### src/rtl/instr_fetch_unit.sv
// instr_fetch_unit
//   PC register and fetch stage in front of a combinational, byte-addressed
//   instruction memory. The fetched word and its PC are captured into an
//   IF/ID register and handed to decode over a valid/ready handshake.
//
// Ports
//   clk            system clock, rising edge
//   reset          synchronous active-high reset
//   Instruction    word returned by the memory for Instr_Addr (same cycle)
//   Instr_Addr     fetch address, always equal to the PC register
//   branch_taken   redirect request from execute
//   branch_target  redirect address, meaningful when branch_taken=1
//   stall          hazard stall, freezes PC and the IF/ID register
//   id_ready       decode accepts if_instr/if_pc this cycle
//   if_valid       IF/ID register holds a valid instruction
//   if_instr       registered instruction
//   if_pc          PC of if_instr
//   fetch_done     PC has run past the last legal fetch address
//   addr_fault     sticky: a redirect targeted a misaligned address
//
// state   | meaning
// S_RUN   | fetching sequentially
// S_DONE  | PC past end of memory, no new captures, output may drain
// S_FAULT | misaligned redirect seen, frozen until reset

module instr_fetch_unit #(
  parameter int unsigned            ADDR_W     = 64,
  parameter int unsigned            INSTR_W    = 32,
  parameter logic [ADDR_W-1:0]      RESET_PC   = '0,
  parameter int unsigned            IMEM_BYTES = 76
) (
  input  logic               clk,
  input  logic               reset,
  input  logic [INSTR_W-1:0] Instruction,
  output logic [ADDR_W-1:0]  Instr_Addr,
  input  logic               branch_taken,
  input  logic [ADDR_W-1:0]  branch_target,
  input  logic               stall,
  input  logic               id_ready,
  output logic               if_valid,
  output logic [INSTR_W-1:0] if_instr,
  output logic [ADDR_W-1:0]  if_pc,
  output logic               fetch_done,
  output logic               addr_fault
);

  localparam logic [ADDR_W-1:0] LAST_ADDR = ADDR_W'(IMEM_BYTES - 4);

  typedef enum logic [1:0] {
    S_RUN   = 2'd0,
    S_DONE  = 2'd1,
    S_FAULT = 2'd2
  } state_t;

  state_t               r_state;
  state_t               w_state_nxt;
  logic [ADDR_W-1:0]    r_pc;
  logic [ADDR_W-1:0]    w_pc_nxt;
  logic [ADDR_W-1:0]    w_pc_plus4;
  logic                 r_valid;
  logic                 w_valid_nxt;
  logic                 w_capture;
  logic                 w_advance;
  logic [INSTR_W-1:0]   r_instr;
  logic [ADDR_W-1:0]    r_if_pc;

  assign w_pc_plus4 = r_pc + ADDR_W'(4);
  assign w_advance  = (r_state == S_RUN) && !stall && (!r_valid || id_ready);

  always_comb begin
    w_state_nxt = r_state;
    w_pc_nxt    = r_pc;
    w_valid_nxt = r_valid;
    w_capture   = 1'b0;
    // Redirect outranks stall, backpressure and advance; FAULT ignores it.
    if (branch_taken && (r_state != S_FAULT)) begin
      w_valid_nxt = 1'b0;
      if (branch_target[1:0] == 2'b00) begin
        w_pc_nxt    = branch_target;
        w_state_nxt = (branch_target > LAST_ADDR) ? S_DONE : S_RUN;
      end else begin
        w_state_nxt = S_FAULT;
      end
    end else if (w_advance) begin
      w_capture   = 1'b1;
      w_valid_nxt = 1'b1;
      w_pc_nxt    = w_pc_plus4;
      if (w_pc_plus4 > LAST_ADDR) begin
        w_state_nxt = S_DONE;
      end
    end else if (id_ready && r_valid) begin
      // consume without a new capture (stall, DONE or FAULT)
      w_valid_nxt = 1'b0;
    end
  end

  always_ff @(posedge clk) begin
    if (reset) begin
      r_state <= S_RUN;
      r_pc    <= RESET_PC;
      r_valid <= 1'b0;
      r_instr <= '0;
      r_if_pc <= '0;
    end else begin
      r_state <= w_state_nxt;
      r_pc    <= w_pc_nxt;
      r_valid <= w_valid_nxt;
      if (w_capture) begin
        r_instr <= Instruction;
        r_if_pc <= r_pc;
      end
    end
  end

  assign Instr_Addr = r_pc;
  assign if_valid   = r_valid;
  assign if_instr   = r_instr;
  assign if_pc      = r_if_pc;
  assign fetch_done = (r_state == S_DONE);
  assign addr_fault = (r_state == S_FAULT);

endmodule
### config.mk
export PLATFORM = sky130hd
export DESIGN_NAME = instr_fetch_unit
export DESIGN_NICKNAME = d
export VERILOG_FILES = /design/src/rtl/instr_fetch_unit.sv
export SDC_FILE = /design/constraint.sdc
export NUM_CORES = 1
export LEC_CHECK = 0
export ABC_AREA = 1
export BUFFER_PORTS_ARGS = -buffer_cell sky130_fd_sc_hd__buf_4
export CAP_MARGIN = 15
export CORE_MARGIN = 10
export CORE_UTILIZATION = 35
export DETAILED_ROUTE_END_ITERATION = 8
export PLACE_DENSITY = 0.55
export SYNTH_ARGS = -nofsm -noshare
export SYNTH_HDL_FRONTEND = slang
export SYNTH_SLANG_ARGS = --single-unit
### constraint.sdc
create_clock -name clk -period 5.4 [get_ports clk]
set_input_delay 1.62 -clock clk [delete_from_list [all_inputs] [get_ports clk]]
set_output_delay 1.62 -clock clk [all_outputs]
set_load 0.01 [all_outputs]
# After elaboration in Yosys (flattened, before gate mapping)
# Index checks and enable logic that the tools add are counted.
dict set report totals {
  mem_count 0
  output_inout_bits 163
  ram_bits 0
  register_bits 163
  latch_bits 0
  inputBits 101
  rom_bits 0
  wordCells 39
}
dict set report classes {
  n_div 0
  order_cmp 2
  bitwise 0
  mux 12
  shifts 0
  reduce_logical 15
  eq_ne 4
  mul 0
  add_sub_neg 1
}
# operator n
set op_table {}
lappend op_table {{$mux W64} 3}
lappend op_table {{$gt A64 B7 Y1 const B} 2}
lappend op_table {{$add A64 B3 Y64 const B} 1}
lappend op_table {{$mux W2} 4}
lappend op_table {{$reduce_bool A2 Y1} 3}
lappend op_table {{$mux W1} 5}
lappend op_table {{$logic_and A1 B1 Y1} 4}
lappend op_table {{$logic_not A2 Y1} 2}
lappend op_table {{$reduce_and A2 Y1} 2}
lappend op_table {{$eq A2 B1 Y1 const B} 1}
lappend op_table {{$eq A2 B2 Y1 const B} 1}
lappend op_table {{$logic_not A1 Y1} 2}
lappend op_table {{$ne A2 B1 Y1 const B} 1}
lappend op_table {{$ne A2 B2 Y1 const B} 1}
lappend op_table {{$reduce_or A2 Y1} 1}
lappend op_table {{$logic_or A1 B1 Y1} 1}

# Logic depth before layout (Yosys ltp)
dict set report logic_depth {
  depth_word 5
  depth_mapped 19
}

# Least setup slack after synthesis
# No wires, ideal clock.
dict set report synth_path {
  path_type {in2reg}
  startpoint {input port branch_taken}
  endpoint {register r_pc[51] (netlist: Instr_Addr[51])}
  arrival_time_ns 2.808
  required_ns 5.305
  stages 8
  setup_time_ns 0.095
  path_buffers 2
  path_slack_ns 2.496
  cell_sequence {o21ai_2 > inv_2 > nor2_1 > nor2_1 > clkbuf_1 > clkbuf_1 > a21oi_1 > a221oi_1}
}
dict set report synth_via {
  elab_chain_cells 3
  word_cells_on_any_way 5
  classes_between {eq/ne (1); mux (1); reduce/logical (3)}
}
# element line_no
set synth_lines {}
lappend synth_lines {{from (decl)} 36} ;# input logic branch_taken,
lappend synth_lines {{$logic_and A1 B1 Y1 (*)} 76} ;# if (branch_taken && (r_state != S_FAULT)) begin
lappend synth_lines {{$ne A2 B1 Y1 (no line) / $reduce_bool A2 Y1 (equally long branches)} --}
lappend synth_lines {{$reduce_and A2 Y1 (no line)} --}
lappend synth_lines {{to (signal assigned)} 106} ;# r_pc <= w_pc_nxt;
lappend synth_lines {{to (decl)} 57} ;# logic [ADDR_W-1:0] r_pc;
# Every way passes the cells marked *; elsewhere a longest branch is shown, timed or not.
# A chain may end at the register's enable or synchronous reset.

# Worst setup path in the final report
dict set report layout_path {
  startpoint {input port branch_taken}
  endpoint {register r_pc[50] (netlist: Instr_Addr[50])}
}
# The elaborated chain is that of the path after synthesis.

==> impl_metrics.toml <==
[worst_setup_path]
cp_slowest_stage_delay_ns = 0.57
cp.required_ns = 5.69
timing.critical_path.fanout_max = 101
critical_path.cell_chain = "buf_4, o21ai_4, buf_4, nor2_1, nor2_4, buf_12, inv_1, o21ai_0, a21oi_1"
critical_path.endpoint_type = "flop"
worst_path_most_repeated_cell = "buf_4"
cp_data_arrival_time_ns = 3.89
worstSetupStartpointType = "input port"
crit_path_top_delay_cell = "buf_4"
setup.worst_path.class = "input port to flop"

[synthesis]
postSynthCellCount = 1274
yosys_cell_types = 39
number_of_enable_type_register_cells_in_the_synthesized_netlist = 0
synth_sequential_area_ratio = 0.3814
main_synth_ff_type = "dfxtp_1"
most_area_hungry_cell_type_in_the_yosys_netlist = "dfxtp_1"
postSynthNetCount = 1377
synthesis.area_sq_um = 8556
synth_largest_type_area_fraction = 0.3814
register_bit_total_from_synthesis = 163
syn_avg_cell_area_sq_um = 6.716
synthTopCellsByArea = "dfxtp_1 (38%), nand2_1 (12%), nor2_1 (9.7%)"
synth.yosys.warnings = 0
synthArstFlopShare = 0

[pwr]
cellLeakagePower_uw = 0.004942
max-vdd-ir-drop_uv = 177.7
power_per_cell_area_nw_per_um2 = 309.4

[cts]
clk_root_buffer_cell = "clkbuf_16"
cts-buffers-inserted = 17
cts_tree = "yes"
cts_hold_repair.buffers = 0
cts_max_level = 4
clk_path_buf_depth = 2
cts_setup_buffers = 0
cts_resized = 0
clk_transition_reported_paths_ns = 0.07
clock_insertion_delay_worst_skew_ns = 0.43
cts_sinks = 163

[global_routing]
grt_pass1_wl_microns = 57110
grt.overflow.total = 0
grt_max_degree = 102
globalRouteTotalUtil = 0.2366
antenna_found_initial = 1
grt_pass1_vias = 9591

[timing]
timing.setup.tns_ns = 0
pins_over_their_slew_limit = 0
timing.final.crit_share = 0.6663
rsz0062_at_grt = "no"
measured_slew_at_the_worst_slew_check_pin_ns = 0.8196
clock-skew-final_ns = 0.01154
hold_viol_final = 0
period_minus_slack_ns = 3.598
timing.fmax_mhz = 277.9
setup_viol = 0
max-slew-margin-rel = 0.4536

[drt]
antenna_left = 0
detailroute.via_count = 9603
drt_first_pass_iters = 6
drc_errors = 0
drt-vias-per-instance = 5.222
wl_microns = 37750
detail_route.iter0.violations = 720
drt-wirelength-per-cell_microns = 20.53

[run_status]
outcome = "finished, final reports clean"

[layout]
utilization = 0.4705
layout-area-overhead-vs-synth_pct = 32.95
fill_cell_total_of_the_finished_layout = 2530
layout-drive-gt1-share = 0.2307
fin_nets = 1603

[die]
floorplan.initialDensity = 0.3539
design.portCount = 264
floorplan.die.height_microns = 176.4
num_rows = 57
core_sq_um = 24180
die_width_microns = 176.4
die_area_sq_um = 31100

[placed_design]
placement.io_buffers = 263
place_hpwl_microns = 29310
gp_congestion = 0.9408

[min_path]
timing.hold.worst.class = "flop to flop"

[flow_run]
max_cap_violations = 0
## critical path: cells and delay by family
family / cells / cell delay, ns
simple gates: 2 / 0.34
compound gates: 3 / 0.40
buf+inv: 4 / 1.46
## where the power goes
group	internal [uW]	leakage, uW	switching [uW]
Clock	736	0.000289	564
Sequential	1320	0.00134	127
Combinational	321	0.00331	453
## cells in the final DEF (no fill, tap or decap), types with 3 or more instances in the layout
cell type,n
nand3_1,61
nand2_1,264
nor3_1,13
nor2_8,3
inv_2,6
nor2_4,12
nand2_4,3
bufinv_16,3
nor4_1,16
xnor2_1,5
inv_1,85
clkinvlp_4,3
buf_4,269
o21a_1,3
xor2_1,9
a21oi_1,118
a211oi_1,3
clkbuf_16,17
a221oi_1,42
o21bai_1,4
inv_6,3
o21ai_0,124
a31oi_1,3
nand3_2,8
nand4_1,25
nand2_2,8
nor2_2,3
dfxtp_1,163
nor2_1,218
## cells by family (layout without fill, tap and decap cells)
| kind of cell | after synthesis | after routing | share of synthesized area |
|---|---|---|---|
| buffers and inverters | 154 | 393 | 0.07034 |
| AND/OR/NAND/NOR | 640 | 640 | 0.3323 |
| flip-flops | 163 | 163 | 0.3814 |
| AO/OA/AOI/OAI | 301 | 301 | 0.1987 |
| other | 0 | 2 | 0 |
| adder cells (fa/ha/maj) | 2 | 2 | 0.002924 |
| XOR/XNOR | 14 | 14 | 0.01433 |
## area by class of cell
class,instances,area [sq um],area share
well taps,324,405.4,0.03564
repair buffers,270,2039,0.1793
diodes,2,5.005,0.0004400
inverters,91,341.6,0.03003
flip-flops and latches,163,3263,0.2869
multi-input cells,957,4713,0.4144
clock inverters,14,177.7,0.01562
clock buffers,18,429.2,0.03773
## worst paths after layout
check / start / end / slack, ns / cells past startpoint
setup / recovery: branch_taken / Instr_Addr[50]$_SDFFE_PP0P_ / 1.80 / 9
hold / removal: Instr_Addr[0]$_SDFFE_PP0P_ / Instr_Addr[0]$_SDFFE_PP0P_ / 0.49 / 2
setup reg to reg: Instr_Addr[2]$_SDFFE_PP0P_ / r_state[0]$_SDFFE_PP0P_ / 2.40 / 18
hold reg to reg: Instr_Addr[0]$_SDFFE_PP0P_ / Instr_Addr[0]$_SDFFE_PP0P_ / 0.49 / 2
## Yosys cell counts, types with 4 or more instances
library cell	instances
o21bai_1	4
nor2_1	220
xnor2_1	5
nand3_1	61
nand2_2	8
buf_2	4
buf_1	5
inv_2	6
nor4_1	16
o21ai_0	124
dfxtp_1	163
nor2_4	10
a221oi_1	42
nand3_2	8
clkbuf_1	51
nand4_1	25
a21oi_1	118
xor2_1	9
inv_1	85
nand2_1	264
nor3_1	13
## sequential cells by signal, indices dropped and copies added, names as in the netlist
signal      cells
if_valid        1
if_instr       32
if_pc          64
r_state         2
Instr_Addr     64
## stage by stage
stage,instances,power [uW],setup WS (ns),cell area (sq um),hold slack (ns)
global placement,1805,2245,1.384,10760,0.4633
floorplan,1274,1831,2.496,8556,0.4766
detailed placement,1805,2247,1.313,10760,0.4771
CTS,1837,3552,1.756,11370,0.4917
global route,1837,3688,1.557,11370,0.5200
finish,1839,3520,1.802,11370,0.4895
## layer usage
layer	routed length, microns	share of wire	global-route usage	up-vias
met5	0	0	0	-
met3	3495	0.093	0.07347	38
met2	17040	0.45	0.3793	383
met4	725	0.019	0.06130	0
li1	-	-	-	4756
met1	16490	0.44	0.3025	4426
No activity file was read; power rests on OpenSTA's default activity.
